$ cat src/rtl/fc_argmax_pkg.sv
// Shared types and helpers for the fc_argmax streaming argmax stage.
package fc_argmax_pkg;

  typedef enum logic [1:0] {
    S_IDLE    = 2'd0,
    S_COLLECT = 2'd1,
    S_OUTPUT  = 2'd2
  } state_t;

  // Index width never collapses to zero, so M==1 still gets a 1-bit index.
  function automatic int idx_width(input int m);
    return (m > 1) ? $clog2(m) : 1;
  endfunction

endpackage

$ cat src/rtl/fc_argmax_ctrl.sv
// Handshake FSM and beat counter for fc_argmax; emits accept/first/last beat strobes.
module fc_argmax_ctrl
  import fc_argmax_pkg::*;
#(
  parameter int M    = 4,
  parameter int IDXW = idx_width(M)
) (
  input  logic            clk,
  input  logic            reset,
  input  logic            input_valid,
  input  logic            output_ready,
  output logic            input_ready,
  output logic            output_valid,
  output logic            accept,
  output logic            first_beat,
  output logic            last_beat,
  output logic [IDXW-1:0] cnt
);

  localparam logic [IDXW-1:0] LAST_IDX = IDXW'(M - 1);

  state_t          state_q, state_d;
  logic [IDXW-1:0] cnt_q, cnt_d;
  logic            input_ready_q, output_valid_q;

  assign accept       = input_valid && input_ready_q;
  assign first_beat   = accept && (cnt_q == '0);
  assign last_beat    = accept && (cnt_q == LAST_IDX);
  assign input_ready  = input_ready_q;
  assign output_valid = output_valid_q;
  assign cnt          = cnt_q;

  always_comb begin
    state_d = state_q;
    cnt_d   = cnt_q;
    case (state_q)
      S_IDLE: state_d = S_COLLECT;
      S_COLLECT: begin
        if (accept) begin
          if (last_beat) begin
            cnt_d   = '0;
            state_d = S_OUTPUT;
          end else begin
            cnt_d = cnt_q + 1'b1;
          end
        end
      end
      S_OUTPUT: begin
        if (output_ready) state_d = S_COLLECT;
      end
      default: state_d = S_IDLE;
    endcase
  end

  // Handshake outputs are registered copies decoded from the next state.
  always_ff @(posedge clk or negedge reset) begin
    if (!reset) begin
      state_q        <= S_IDLE;
      cnt_q          <= '0;
      input_ready_q  <= 1'b0;
      output_valid_q <= 1'b0;
    end else begin
      state_q        <= state_d;
      cnt_q          <= cnt_d;
      input_ready_q  <= (state_d == S_COLLECT);
      output_valid_q <= (state_d == S_OUTPUT);
    end
  end

endmodule

$ cat src/rtl/fc_argmax.sv
// Streaming argmax over M signed T-bit fc outputs; emits the winning index per vector.
// Define FC_ARGMAX_MAXVAL_EN to also expose the winning value on output_max.
module fc_argmax
  import fc_argmax_pkg::*;
#(
  parameter  int M    = 4,
  parameter  int T    = 16,
  localparam int IDXW = idx_width(M)
) (
  input  logic                   clk,
  input  logic                   reset,
  input  logic                   input_valid,
  output logic                   input_ready,
  input  logic signed [T-1:0]    input_data,
  output logic                   output_valid,
  input  logic                   output_ready,
  output logic        [IDXW-1:0] output_data
`ifdef FC_ARGMAX_MAXVAL_EN
  ,
  output logic signed [T-1:0]    output_max
`endif
);

  logic            accept, first_beat, last_beat;
  logic [IDXW-1:0] cnt;

  fc_argmax_ctrl #(
    .M    (M),
    .IDXW (IDXW)
  ) u_ctrl (
    .clk          (clk),
    .reset        (reset),
    .input_valid  (input_valid),
    .output_ready (output_ready),
    .input_ready  (input_ready),
    .output_valid (output_valid),
    .accept       (accept),
    .first_beat   (first_beat),
    .last_beat    (last_beat),
    .cnt          (cnt)
  );

  logic signed [T-1:0] best_q, best_d, win_val;
  logic [IDXW-1:0]     best_idx_q, best_idx_d, win_idx;
  logic [IDXW-1:0]     out_idx_q, out_idx_d;
  logic                take;

  // Strict greater-than keeps the lower index on ties.
  always_comb begin
    take       = first_beat || (input_data > best_q);
    win_val    = take ? input_data : best_q;
    win_idx    = take ? cnt : best_idx_q;
    best_d     = accept ? win_val : best_q;
    best_idx_d = accept ? win_idx : best_idx_q;
    out_idx_d  = last_beat ? win_idx : out_idx_q;
  end

  always_ff @(posedge clk or negedge reset) begin
    if (!reset) begin
      best_q     <= '0;
      best_idx_q <= '0;
      out_idx_q  <= '0;
    end else begin
      best_q     <= best_d;
      best_idx_q <= best_idx_d;
      out_idx_q  <= out_idx_d;
    end
  end

  assign output_data = out_idx_q;

`ifdef FC_ARGMAX_MAXVAL_EN
  logic signed [T-1:0] out_max_q, out_max_d;

  always_comb begin
    out_max_d = last_beat ? win_val : out_max_q;
  end

  always_ff @(posedge clk or negedge reset) begin
    if (!reset) begin
      out_max_q <= '0;
    end else begin
      out_max_q <= out_max_d;
    end
  end

  assign output_max = out_max_q;
`endif

endmodule

$ cat config.mk
export PLATFORM = sky130hd
export DESIGN_NAME = fc_argmax
export DESIGN_NICKNAME = d
export VERILOG_FILES = /design/src/rtl/fc_argmax_pkg.sv /design/src/rtl/fc_argmax_ctrl.sv /design/src/rtl/fc_argmax.sv
export SDC_FILE = /design/constraint.sdc
export NUM_CORES = 1
export LEC_CHECK = 0
export CORE_UTILIZATION = 50
export DETAILED_ROUTE_END_ITERATION = 12
export PLACE_DENSITY = 0.78
export SYNTH_ARGS = -nofsm -noshare
export SYNTH_HDL_FRONTEND = slang
export SYNTH_SLANG_ARGS = --single-unit
export TNS_END_PERCENT = 50
$ cat constraint.sdc
create_clock -name clk -period 6.4 [get_ports clk]
set_input_delay 0.96 -clock clk [delete_from_list [all_inputs] [get_ports clk]]
set_output_delay 0.96 -clock clk [all_outputs]
set_load 0.05 [all_outputs]
==> run metrics <==
status finished clean; worst-skew pair later-pin latency 0.33 ns; Multi-input gate area ~840 µm²; fillers 245; Hold Crit Class reg2reg; Ys Warns 0; port buffer count 23; # DRC 0; synth top area cells dfrtp_1 (41%), ha_1 (14%), mux2_4 (9.5%), mux2_2 (6.4%), inv_1 (4.7%); Critical Path RT 6.62 ns; initial core utilization 52.4%; die area 3400 µm²; r2r setup slk 3.78 ns; largest net degree at the start of global routing 27; Max Cap Viol 0; Top Ports 24; setup bufs post-CTS 0; Clock Sinks 26; Power Density between 400 and 500 nW/µm²; share of the synthesized area in the top cell type around two fifths; count of cell types in the netlist 30; Die Height 58.4 µm; Mapped Avg Cell Area roughly 12 µm²; core footprint about 3000 µm²; number of CTS-inserted buffers 3; DP HPWL 2200 µm; final hold violations 0; Worst Tran Pin Value about 1.1 ns; Synth Cell Area 1590 µm²; Final Net Count 201; GRT overflow 0; Worst Setup EP best_q[15]$_DFFE_PN0P_; Antenna Nets Post-Route 0; RSZ-0062 raised after global routing no; Setup Viol. Count Final 0; Slew HR 23.1%; fin crit period between 3 and 4 ns; Setup Skew roughly 0.008 ns; H-tree depth 1; first-pass GRT wire length 5000 µm; Mapped Cells between 100 and 150; row cnt 20; reg2reg start best_q[15]$_DFFE_PN0P_; DR pass1 iterations 4; fraction of layout cells with a size suffix above 1 19.8%; clk root buf clkbuf_4; CTS tree yes; GPL Wtd Cong 0.754; area leader, netlist dfrtp_1; placed cell count 202; crit path launch input_data[15]; sequential cell area 651 µm²; #FFs+latches synth 26; leakage 0.908 nW; setup TNS 0 ns; Synth-to-Final Area Change 19.8%; Seq/Total Area, Yosys 41.0%; Routed WL 2820 µm; detailed-route via count 1091; quantity of gates resized following cts 0; final hold slack 0.506 ns; RR Endpoint best_q[11]$_DFFE_PN0P_; CP Class in2reg; worst vdd ir between 200 and 250 µV; 1st-iter DRT viols 29; critical path launch point type input port; vias in the first global route 1131; Worst Reg-to-Reg Cells 8; initial antenna violation count 0; Antenna diodes 0; fmax 304 MHz; CP Data Arrival Time approximately 3.5 ns; Worst Setup End Kind flip-flop; Via density 5.30; total track usage 19.6%; Clock Pin Slew Worst Setup and Hold Paths 0.13 ns; Post-Layout Cell Count 206; Post-CTS Hold Buffers 0; Final Max Slew Viols 0; WL per Instance 13.7 µm; CP max FO 18; Die Span X just under 60 µm; synthesized net count 175; Max clock buf depth 2; post-route clock period utilization a little over 50%
==> worst max-delay path, cell delays in order <==
cell             delay, ns
clkdlybuf4s50_1       0.45
ha_1                  0.39
nand4_2               0.17
nor3_1                0.08
a311oi_1              0.37
a221o_2               0.31
nand4_4               0.37
mux2_4                0.42
==> final cells by class <==
class / count / share of cell area, %
sequential: 26 / 34.2
inverter: 20 / 3.95
clock buffer: 3 / 1.18
tap: 44 / 2.89
timing repair buffer: 23 / 12.1
multi-input combinational: 89 / 44.1
clock inverter: 1 / 1.58
==> Yosys cell counts <==
library cell,n
a21o_1,3
a21o_2,2
a21oi_1,6
a221o_2,1
a22o_2,1
a22oi_1,2
a311oi_1,1
a41oi_1,1
and3_1,1
buf_12,1
clkbuf_1,1
dfrtp_1,26
ha_1,18
inv_1,20
mux2_2,9
mux2_4,10
nand2_1,9
nand2b_1,3
nand3_1,4
nand3b_1,1
nand4_1,4
nand4_2,3
nand4_4,1
nand4b_1,1
nor2_1,1
nor3_1,2
nor4_4,1
o21ai_0,2
o21ai_1,1
o221ai_1,1
==> cells by family (layout without fill, tap and decap cells) <==
logic type	after synthesis	in the layout	synth area share, %
buf+inv	22	47	6.23
simple gates	31	31	13.5
flops	26	26	41.0
fa+ha+maj	18	18	14.2
mux	19	19	15.8
compound gates	21	21	9.30
==> report_power, final <==
part	switching, mW	internal (mW)
clock	0.0498	0.0634
combinational	0.225	0.236
sequential	0.0590	0.245
total	0.333	0.544
==> metrics by stage <==
stage / power, mW / setup slack, ns / util (%) / area, µm²
after floorplan: 0.674 / 3.46 / - / 1590
after global placement: 0.744 / 2.81 / 61.1 / 1850
after detailed placement: 0.770 / 2.75 / 61.1 / 1850
after CTS: 0.887 / 3.09 / 62.8 / 1900
after global routing: 0.955 / 2.94 / 62.8 / 1900
final: 0.877 / 3.11 / 62.8 / 1900
==> routing by layer <==
layer	up-vias	global-route usage, %	wire, µm
met3	4	5.49	97
met1	527	24.0	1240
li1	543	-	-
met5	-	0	0
met2	17	34.0	1450
met4	0	5.10	31
==> worst min path at each step <==
stage	from	end	cells after the start
final	output_data[1]$_DFFE_PN0P_	output_data[1]$_DFFE_PN0P_	2
after global routing	output_data[1]$_DFFE_PN0P_	output_data[1]$_DFFE_PN0P_	2
after CTS	output_data[1]$_DFFE_PN0P_	output_data[1]$_DFFE_PN0P_	2
after detailed placement	output_data[1]$_DFFE_PN0P_	output_data[1]$_DFFE_PN0P_	2
after global placement	output_data[0]$_DFFE_PN0P_	output_data[0]$_DFFE_PN0P_	2
after floorplan	u_ctrl.state_q[1]$_DFF_PN0_	u_ctrl.input_ready$_DFF_PN0_	1
==> cells in the final DEF, fill, tap and decap left out, types with 2 or more instances in the layout <==
| master | synthesis | final |
|---|---|---|
| a22oi_1 | 2 | 2 |
| a21oi_1 | 6 | 6 |
| mux2_4 | 10 | 10 |
| nand4_1 | 4 | 4 |
| clkbuf_4 | 0 | 3 |
| nand2_1 | 9 | 9 |
| nand4_2 | 3 | 3 |
| ha_1 | 18 | 18 |
| mux2_2 | 9 | 9 |
| a21o_1 | 3 | 3 |
| clkdlybuf4s50_1 | 0 | 23 |
| nand3_1 | 4 | 4 |
| nand2b_1 | 3 | 3 |
| nor3_1 | 2 | 2 |
| o21ai_0 | 2 | 2 |
| a21o_2 | 2 | 2 |
| dfrtp_1 | 26 | 26 |
| inv_1 | 20 | 20 |
==> sequential cells by signal (all words and copies together), names as in the netlist <==
register,cells
best_idx_q,2
best_q,16
output_data,2
u_ctrl.cnt,2
u_ctrl.input_ready,1
u_ctrl.output_valid,1
u_ctrl.state_q,2
Note: power is estimated with default switching activity, not from simulation.
